**config.mk**
```make
export PLATFORM = sky130hd
export DESIGN_NAME = base_endian_arb
export DESIGN_NICKNAME = d
export VERILOG_FILES = /design/src/rtl/base_endian_arb.sv
export SDC_FILE = /design/constraint.sdc
export NUM_CORES = 1
export LEC_CHECK = 0
export CELL_PAD_IN_SITES_DETAIL_PLACEMENT = 1
export CELL_PAD_IN_SITES_GLOBAL_PLACEMENT = 1
export CORE_AREA = 3 3 124 126
export CTS_CLUSTER_SIZE = 30
export DETAILED_ROUTE_END_ITERATION = 10
export DIE_AREA = 0 0 127 129
export GPL_ROUTABILITY_DRIVEN = 0
export MAX_ROUTING_LAYER = met4
export PLACE_DENSITY_LB_ADDON = 0.1
export SYNTH_ARGS = -nofsm -noshare
export SYNTH_HDL_FRONTEND = slang
export SYNTH_SLANG_ARGS = --single-unit
```
**constraint.sdc**
```tcl
create_clock -name clk -period 1.51 [get_ports clk]
set_input_delay 0.302 -clock clk [delete_from_list [all_inputs] [get_ports clk]]
set_output_delay 0.302 -clock clk [all_outputs]
set_load 0.03 [all_outputs]
```
**src/rtl/base_endian_arb.sv**
```systemverilog
// ============================================================================
// Module   : base_endian_arb
// Summary  : Two-requester round-robin arbiter feeding a byte-reversal mux and
//            a valid/ready output stage tagged with the source requester.
//            Optional feature macro: BASE_ENDIAN_ARB_SKID_EN (2-entry FIFO).
// Revision : 1.0 - initial release
// ============================================================================
`default_nettype none

module base_endian_arb #(
  parameter int BYTES = 8
) (
  input  logic               clk,
  input  logic               reset,
  input  logic               i0_v,
  output logic               i0_r,
  input  logic [8*BYTES-1:0] i0_d,
  input  logic               i0_swap,
  input  logic               i1_v,
  output logic               i1_r,
  input  logic [8*BYTES-1:0] i1_d,
  input  logic               i1_swap,
  output logic               o_v,
  input  logic               o_r,
  output logic [8*BYTES-1:0] o_d,
  output logic               o_tag,
  output logic               o_swap
);

  localparam int W  = 8 * BYTES;
  localparam int BW = W + 2;

  logic          lst_q;
  logic          lst_d;
  logic          w_grant0;
  logic          w_grant1;
  logic          w_can_acc;
  logic          w_acc;
  logic [W-1:0]  w_sel_d;
  logic          w_sel_swap;
  logic [W-1:0]  w_rev_d;
  logic [W-1:0]  w_proc_d;
  logic [BW-1:0] w_beat;

  // Tie goes to whichever requester was not served last.
  assign w_grant0 = i0_v & (~i1_v | lst_q);
  assign w_grant1 = i1_v & (~i0_v | ~lst_q);

  assign i0_r  = w_grant0 & w_can_acc & ~reset;
  assign i1_r  = w_grant1 & w_can_acc & ~reset;
  assign w_acc = i0_r | i1_r;

  assign w_sel_d    = i1_r ? i1_d    : i0_d;
  assign w_sel_swap = i1_r ? i1_swap : i0_swap;

  for (genvar k = 0; k < BYTES; k++) begin : g_swap
    assign w_rev_d[8*k +: 8] = w_sel_d[8*(BYTES-1-k) +: 8];
  end

  assign w_proc_d = w_sel_swap ? w_rev_d : w_sel_d;
  assign w_beat   = {i1_r, w_sel_swap, w_proc_d};
  assign lst_d    = w_acc ? i1_r : lst_q;

  always_ff @(posedge clk) begin
    if (reset) begin
      lst_q <= 1'b1;
    end else begin
      lst_q <= lst_d;
    end
  end

`ifdef BASE_ENDIAN_ARB_SKID_EN

  logic [BW-1:0] mem_q [2];
  logic          rd_q;
  logic          wr_q;
  logic [1:0]    cnt_q;
  logic [1:0]    cnt_d;
  logic          w_pop;

  // Capacity depends only on the registered count, so o_r never reaches iN_r.
  assign w_can_acc = (cnt_q != 2'd2);
  assign w_pop     = (cnt_q != 2'd0) & o_r;

  always_comb begin
    cnt_d = cnt_q;
    if (w_acc && !w_pop) begin
      cnt_d = cnt_q + 2'd1;
    end else if (!w_acc && w_pop) begin
      cnt_d = cnt_q - 2'd1;
    end
  end

  always_ff @(posedge clk) begin
    if (reset) begin
      mem_q[0] <= '0;
      mem_q[1] <= '0;
      rd_q     <= 1'b0;
      wr_q     <= 1'b0;
      cnt_q    <= 2'd0;
    end else begin
      if (w_acc) begin
        mem_q[wr_q] <= w_beat;
        wr_q        <= ~wr_q;
      end
      if (w_pop) begin
        rd_q <= ~rd_q;
      end
      cnt_q <= cnt_d;
    end
  end

  assign o_v                  = (cnt_q != 2'd0);
  assign {o_tag, o_swap, o_d} = mem_q[rd_q];

`else

  logic          ov_q;
  logic [BW-1:0] ob_q;

  assign w_can_acc = ~ov_q | o_r;

  always_ff @(posedge clk) begin
    if (reset) begin
      ov_q <= 1'b0;
      ob_q <= '0;
    end else if (w_acc) begin
      ov_q <= 1'b1;
      ob_q <= w_beat;
    end else if (o_r) begin
      ov_q <= 1'b0;
    end
  end

  assign o_v                  = ov_q;
  assign {o_tag, o_swap, o_d} = ob_q;

`endif

endmodule

`default_nettype wire

```
==> Yosys cells after proc, flatten, opt, wreduce, memory -nomap -nowiden <==
Index checks and enable logic that the tools add are counted.
Widths: inputs -> output; s select.
{ "op_classes": {"n_mux": 5, "n_bitwise": 15, "reduce_logical": 1} }
{ "op_table": {"columns": ["cell", "count"], "rows": [
  ["$mux 64", 2],
  ["$and 1x1->1", 6],
  ["$not 1->1", 5],
  ["$or 1x1->1", 4],
  ["$mux 1", 3],
  ["$reduce_bool 2->1", 1]
]} }
{ "word_totals": {"ff_bits": 68, "in_bits": 135, "output_inout_bits": 69, "elab_cells": 24} }

==> Depth between registers and ports, before layout <==
Gate-level depths: netlist (run 1).
{ "depth": {"word_depth": 7, "mapped_depth": 8, "depth_no_buf": 5} }

==> Worst setup path after synthesis (run 1) <==
No wires, ideal clock.
{ "synth_timing": {"path_kind": "reg2reg", "startpoint": "register ov_q (netlist: o_v)", "endpoint": "register ob_q[64]", "setup_ns": 0.137, "arrival_ns": 1.461, "t_required_ns": 1.373, "path_slack_ns": -0.088, "path_stages_with_launch": 5, "n_path_buf": 0, "synth_period_minus_slack_ns": 1.598, "path_cell_list": "dfxtp_1 -> and2b_4 -> nor4b_4 -> mux2i_1 -> a211oi_1"} }
{ "synth_between": {"elab_chain_cells": 5, "elab_cells_between_ends": 8, "classes_between": "mux (1); bitwise (7)"} }
{ "synth_rtl": {"columns": ["element", "line", "rtl"], "rows": [
  ["from (decl)", "118", "logic ov_q;"],
  ["from (signal assigned)", "125", "ov_q <= 1'b0;"],
  ["from (signal assigned)", "128", "ov_q <= 1'b1;"],
  ["from (signal assigned)", "131", "ov_q <= 1'b0;"],
  ["$not 1->1", "121", "assign w_can_acc = ~ov_q | o_r;"],
  ["$or 1x1->1", "121", null],
  ["$and 1x1->1 (2 in a row)", "49", "assign i0_r = w_grant0 & w_can_acc & ~reset;"],
  ["net i0_r", "16", "output logic i0_r,"],
  ["$or 1x1->1", "51", "assign w_acc = i0_r | i1_r;"],
  ["to (signal assigned)", "129", "ob_q <= w_beat;"],
  ["to (decl)", "119", "logic [BW-1:0] ob_q;"]
]} }
The timed path passes the listed nets, and every way through them passes these cells.
A chain may end at the register's enable or synchronous reset.

==> Worst setup path after layout (run 1) <==
{ "layout_timing": {"startpoint": "register ov_q (netlist: o_v)", "endpoint": "output i0_r"} }
{ "layout_between": {"elab_chain_cells": 4} }
{ "layout_rtl": {"columns": ["element", "line"], "rows": [
  ["$not 1->1", "121"],
  ["$or 1x1->1", "121"],
  ["$and 1x1->1 (2 in a row)", "49"],
  ["to (decl)", "16"]
]} }
Every way passes these cells.

==> results of run 1 <==
## state kept, by name, summed over array words and instances (netlist names)
name,flops
o_v,1
lst_q,1
ob_q,66
## path summary, 6_finish.rpt
| kind | end | slack [ps] |
|---|---|---|
| setup / recovery | i0_r | -140 |
| hold / removal | ob_q[38]$_SDFFE_PP0P_ | 460 |
| setup reg to reg | ob_q[40]$_SDFFE_PP0P_ | 80 |
| hold reg to reg | ob_q[38]$_SDFFE_PP0P_ | 460 |
## layer usage
layer / track usage, % / part of all wire [%]
met2: 33.2 / 49
met5: - / 0
met4: 6.94 / 1.5
met1: 22.0 / 43
met3: 4.77 / 6.5
## through the flow
| stage | power [mW] | setup WS [ps] |
|---|---|---|
| after global placement | 4.08 | -339 |
| final | 5.96 | -136 |
| after detailed placement | 4.12 | -379 |
| after CTS | 6.02 | -163 |
| after global routing | 6.26 | -194 |
| after floorplan | 3.11 | -19.5 |
## timing repair
action                                  in CTS  in global routing
endpoints found under the setup margin      67                 50
gates resized for setup                     75                  6
setup buffers                                6                  1
pin swaps                                    1                  0
gates cloned                                 1                  4
endpoints found under the hold margin        0                  0
## final cells by class
cell class	count	area, µm²
sequential	68	1370
tap	184	230
multi-input combinational	341	2570
timing repair buffer	238	2520
clock buffer	14	254
inverter	1	6.26
fill	1644	7470
clock inverter	2	10.0
## power by group
part	total, mW	leakage (nW)	internal (mW)	switching [mW]
Sequential	2.06	0.564	1.97	0.0941
Clock	1.94	0.131	1.15	0.791
Combinational	1.95	2.51	0.955	0.997
## cells in the final DEF, fill, tap and decap left out, types with 2 or more instances in the layout
cell type	instances
a32o_1	64
nand2_1	131
mux2i_1	129
nor2_1	4
clkinv_2	2
buf_8	2
buf_4	14
dfxtp_1	66
clkbuf_1	4
buf_6	3
dlygate4sd2_1	69
clkdlybuf4s50_1	128
buf_12	18
clkbuf_16	12
## kinds of logic after synthesis
kind of cell,Yosys count
AO/OA/AOI/OAI,69
AND/OR/NAND/NOR,143
flip-flops,68
buffers and inverters,42
multiplexers,129
==> impl_metrics.csv, run 1 <==
group,metric,value,unit
hold_path,min_from,"ob_q[38]$_SDFFE_PP0P_",
worst_setup_path,r2r_cells,7,
grt,overflow,0,
run,maxCapViolCount,0,
cells_and_area,nNetsFinal,794,
cts,cts_made_buffers,9,
cells_and_area,drive_above_1_share,9.49,%
synthesis,synth_cell_types,23,
hold_path,whs_path_depth,1,
cts,cts_tree,"yes",
pwr,power.density,857,nW/µm²
synthesis,synth-compound-area-share,16.3,%
pwr,power.leakage,3.20,nW
synthesis,synth_warnings,0,
synthesis,yosysSeqAreaShare,32.7,%
worst_setup_path,crit_path_start_kind,"flip-flop",
worst_setup_path,cp_num_cells,3,
pwr,vdd_drop_max,0.439,mV
cells_and_area,stdcell_area,6950,µm²
hold_path,hold_path_class,"reg2reg",
synthesis,synth_top_cell_area_share,32.7,%
cells_and_area,final_cells,848,
worst_setup_path,cp_top_family,"simple AND/OR/NAND/NOR gates",
synthesis,yosysTopAreaCell,"dfxtp_1",
synthesis,synth_ff_type,"dfxtp_1",
die,row_count,44,
cts,clk_latency,330,ps
worst_setup_path,path_cells,"and2b_4 -> nor4b_4 -> buf_6",
sta,tightest_slew,375,ps
worst_setup_path,reg2reg_from,"lst_q$_SDFFE_PP1P_",
sta,rsz0062_at_grt,"yes",
synthesis,async_flop_share,0,%
cells_and_area,areaGrowthSynthToFinish,66.8,%
synthesis,synth_fp_nets,586,
die,dieHeight,129,µm
worst_setup_path,critPathMaxStageDelay,340,ps
worst_setup_path,worstSetupPathType,"reg2out",
placement,hpwlAfterDp,11500,µm
synthesis,muxShareOfSynthArea,31.0,%
cts,cts_num_sinks,68,
die,start_util,28.9,%
grt,grt_max_degree,35,
grt,grt_usage,19.4,%
placement,post_dp_cell_area,6570,µm²
synthesis,synth_seq_cells,68,
die,dieArea,16400,µm²
cts,clk_pin_slew_worst_paths,60,ps
sta,final.period_utilization,109,%
die,ioPinCount,204,
grt,grt_pass1_wl,24200,µm
run_status,outcome,"finished, violations left",
sta,holdWs,460,ps
cts,cts.path.max_buffers,2,
worst_setup_path,slowest_stage,"dfxtp_4",
cells_and_area,antenna_cells,0,
run_status,violations,"setup timing",
placement,place_inst,820,
sta,layout_setup_ws,-136,ps
sta,clock_skew,5.51,ps
cts,cts-htree-levels,3,
synthesis,yosys-top-cells-area,"dfxtp_1 (33%), mux2i_1 (31%), a32o_1 (15%)",
worst_setup_path,arrival,1340,ps
drt,routed_wl,16100,µm
cts,postCtsHoldBufs,0,
cts,clockRootBuffer,"clkbuf_16",
drt,firstDrtPassIters,4,
sta,max_freq,0.608,GHz
sta,slew_viol_final,0,
worst_setup_path,critPathCaptureType,"primary output",
synthesis,synth_top_family_by_area,"multiplexers",
synthesis,avgSynthCellArea,9.24,µm²
die,core,14400,µm²
worst_setup_path,path_max_fanout,3,
drt,drc,0,
worst_setup_path,cp.buffers_inverters,1,
sta,min_period,1650,ps
sta,maxSlewHeadroom,75.1,%
synthesis,synth_common_cells,"nand2_1 (131), mux2i_1 (129), dfxtp_1 (68), a32o_1 (64), buf_2 (26)",
drt,drt-wirelength-per-cell,19.0,µm
sta,setup_tns,-191,ps
die,chipWidth,127,µm
sta,finalSetupViolations,2,
synthesis,synth_most_common_cell,"nand2_1",
sta,final_hold_viol_count,0,
placement,portBuffers,203,
worst_setup_path,startpoint,"o_v$_SDFFE_PP0P_",
cells_and_area,final_util,48.2,%
grt,antenna_found_initial,0,
drt,vias_per_cell,5.15,
grt,grt_pass1_vias,4711,
drt,drt_iter0_drc,145,
synthesis,synth_fa_ha_area_share,0,%
worst_setup_path,required,1210,ps
synthesis,synth_edf_count,0,
drt,vias,4370,
synthesis,synthesis.area,4170,µm²
synthesis,syn_inst,451,
synthesis,synth_simple_gate_area_share,14.3,%
drt,antenna_left,0,
synthesis,synth_xor_area_share,0,%
No activity file was read; power rests on OpenSTA's default activity.
==> inputs of run 2 (changes only) <==
--- a/config.mk
+++ b/config.mk
@@ -14,6 +14,7 @@
 export GPL_ROUTABILITY_DRIVEN = 0
 export MAX_ROUTING_LAYER = met4
 export PLACE_DENSITY_LB_ADDON = 0.1
+export SKIP_CTS_REPAIR_TIMING = 1
 export SYNTH_ARGS = -nofsm -noshare
 export SYNTH_HDL_FRONTEND = slang
 export SYNTH_SLANG_ARGS = --single-unit
==> run 2 against run 1 <==
Compared with the run above:
- the flow still finishes with violations (setup timing)
- power up 0.82%
- hold slack worse by 92 ps
- critical path depth is the same
- sequential power barely moved
- sequential share of layout area down 0.44 points
- non-clock buffer count shrank 5
==> impl_metrics.csv, run 2 (synthesis results as in run 1) <==
group,metric,value,unit
run_status,outcome,"finished, violations left",
run_status,violations,"setup timing",
sta,max_freq,0.604,GHz
pwr,netSwitchingFraction,31.0,%
cells_and_area,mostFrequentLayoutCell,"nand2_1",
run,maxCapViolCount,0,
cells_and_area,multi_input_area,2570,µm²
placement,hpwlAfterDp,11500,µm
drt,wl_met1,6800,µm
pwr,power.density,845,nW/µm²
cells_and_area,layout_common_cells,"nand2_1 (131), mux2i_1 (129), clkdlybuf4s50_1 (128)",
pwr,seq_power_share,34.4,%
cells_and_area,stdcell_area,7110,µm²
grt,antenna_found_initial,0,
worst_setup_path,cp_top_family,"simple AND/OR/NAND/NOR gates",
grt,grt_pass1_wl,23800,µm
cells_and_area,nNetsFinal,789,
pwr,vdd_drop_max,0.434,mV
placement,portBuffers,203,
worst_setup_path,critPathCaptureType,"primary output",
cells_and_area,antenna_cells,0,
drt,drt-wirelength-per-cell,18.9,µm
die,core,14400,µm²
sta,final_hold_viol_count,0,
cts,cts_made_buffers,9,
cts,clk_pin_slew_worst_paths,60,ps
drt,vias,4336,
cts,cts_tree,"yes",
worst_setup_path,crit_path_start_kind,"flip-flop",
pwr,switchingPower,1.86,mW
worst_setup_path,path_max_fanout,3,
die,dieArea,16400,µm²
sta,clock_skew,5.40,ps
drt,routed_wl,15900,µm
grt,overflow,0,
sta,min_period,1660,ps
die,ioPinCount,204,
drt,drc,0,
hold_path,hold_path_class,"in2reg",
sta,setup_tns,-256,ps
pwr,clock_power_share,32.2,%
cts,clockRootBuffer,"clkbuf_16",
pwr,pwr-share-comb,33.4,%
worst_setup_path,ff2ff_setup_slack,80,ps
die,row_count,44,
cts,cts.path.max_buffers,2,
pwr,power.leakage,3.94,nW
worst_setup_path,required,1210,ps
worst_setup_path,worstSetupPathType,"reg2out",
grt,grt_pass1_vias,4666,
sta,maxSlewHeadroom,74.6,%
sta,tightest_slew,381,ps
die,dieHeight,129,µm
cts,clk_latency,330,ps
cts,cts-htree-levels,3,
cells_and_area,largest_reg_flops,66,
sta,finalSetupViolations,2,
sta,final.period_utilization,110,%
grt,grt_usage,18.9,%
pwr,internal_power,4.14,mW
cells_and_area,areaGrowthSynthToFinish,70.6,%
drt,drt_iter0_drc,141,
die,start_util,28.9,%
drt,wl_met2,7800,µm
worst_setup_path,arrival,1350,ps
sta,layout_setup_ws,-146,ps
cells_and_area,layout.area.seq,1370,µm²
worst_setup_path,path_cells,"and2b_4 -> nor4b_4 -> buf_6",
drt,antenna_left,0,
cts,cts_num_sinks,68,
worst_setup_path,cp.buffers_inverters,1,
drt,wl_met3,1020,µm
cells_and_area,final_util,49.3,%
placement,post_dp_cell_area,6570,µm²
die,chipWidth,127,µm
cells_and_area,nFillCells,1618,
worst_setup_path,critPathMaxStageDelay,340,ps
drt,top_layer,"met4",
drt,vias_per_cell,5.14,
sta,rsz0062_at_grt,"yes",
cells_and_area,regMostFlops,"ob_q",
cells_and_area,drive_above_1_share,8.80,%
worst_setup_path,slowest_stage,"dfxtp_4",
grt,grt_max_degree,36,
sta,holdWs,368,ps
drt,firstDrtPassIters,5,
sta,slew_viol_final,0,
## run 2: layout make-up
type                    instances  area share [%]
repair buffers                233            37.6
multi-input cells             341            36.1
flip-flops and latches         68            19.2
clock buffers                  14            3.57
well taps                     184            3.24
clock inverters                 2           0.141
inverters                       1          0.0880
## run 2: tightest hold or removal path: cells and delay by family
family / cells / cell delay (ps)
compound gates: 1 / 50
buf+inv: 2 / 310
## run 2: stage by stage
stage / setup WS, ps / std cells / total power, mW
floorplan: -19.5 / 451 / 3.11
global placement: -339 / 820 / 4.08
detailed placement: -379 / 820 / 4.12
CTS: -379 / 836 / 6.11
global route: -214 / 843 / 6.32
finish: -146 / 843 / 6.01
## run 2: power by group through the flow
stage	combinational, mW	sequential, mW	clock [mW]
after floorplan	0.680	2.43	0
after global placement	1.97	2.10	0
after detailed placement	2.01	2.11	0
after CTS	2.02	2.07	2.02
after global routing	2.15	2.09	2.09
final	2.01	2.07	1.93
## run 2: final timing paths
kind              cells past startpoint             startpoint                     to
setup / recovery                      3       o_v$_SDFFE_PP0P_                   i0_r
hold / removal                        3                  reset       o_v$_SDFFE_PP0P_
setup reg to reg                      7     lst_q$_SDFFE_PP1P_  ob_q[60]$_SDFFE_PP0P_
hold reg to reg                       1  ob_q[38]$_SDFFE_PP0P_  ob_q[38]$_SDFFE_PP0P_
## run 2: layer usage
metal | up-vias | global-route usage [%]
met1 | 2105 | 21.6
met2 | 140 | 32.1
met4 | 0 | 6.94
met5 | - | -
li1 | 2074 | -
met3 | 17 | 4.73
==> inputs of run 3 (changes only) <==
--- a/config.mk
+++ b/config.mk
@@ -11,7 +11,7 @@
 export CTS_CLUSTER_SIZE = 30
 export DETAILED_ROUTE_END_ITERATION = 10
 export DIE_AREA = 0 0 127 129
-export GPL_ROUTABILITY_DRIVEN = 0
+export HOLD_SLACK_MARGIN = 0.12
 export MAX_ROUTING_LAYER = met4
 export PLACE_DENSITY_LB_ADDON = 0.1
 export SKIP_CTS_REPAIR_TIMING = 1
==> results of run 3 <==
No change in the layout: final DEF, timing and power equal those of run 2.
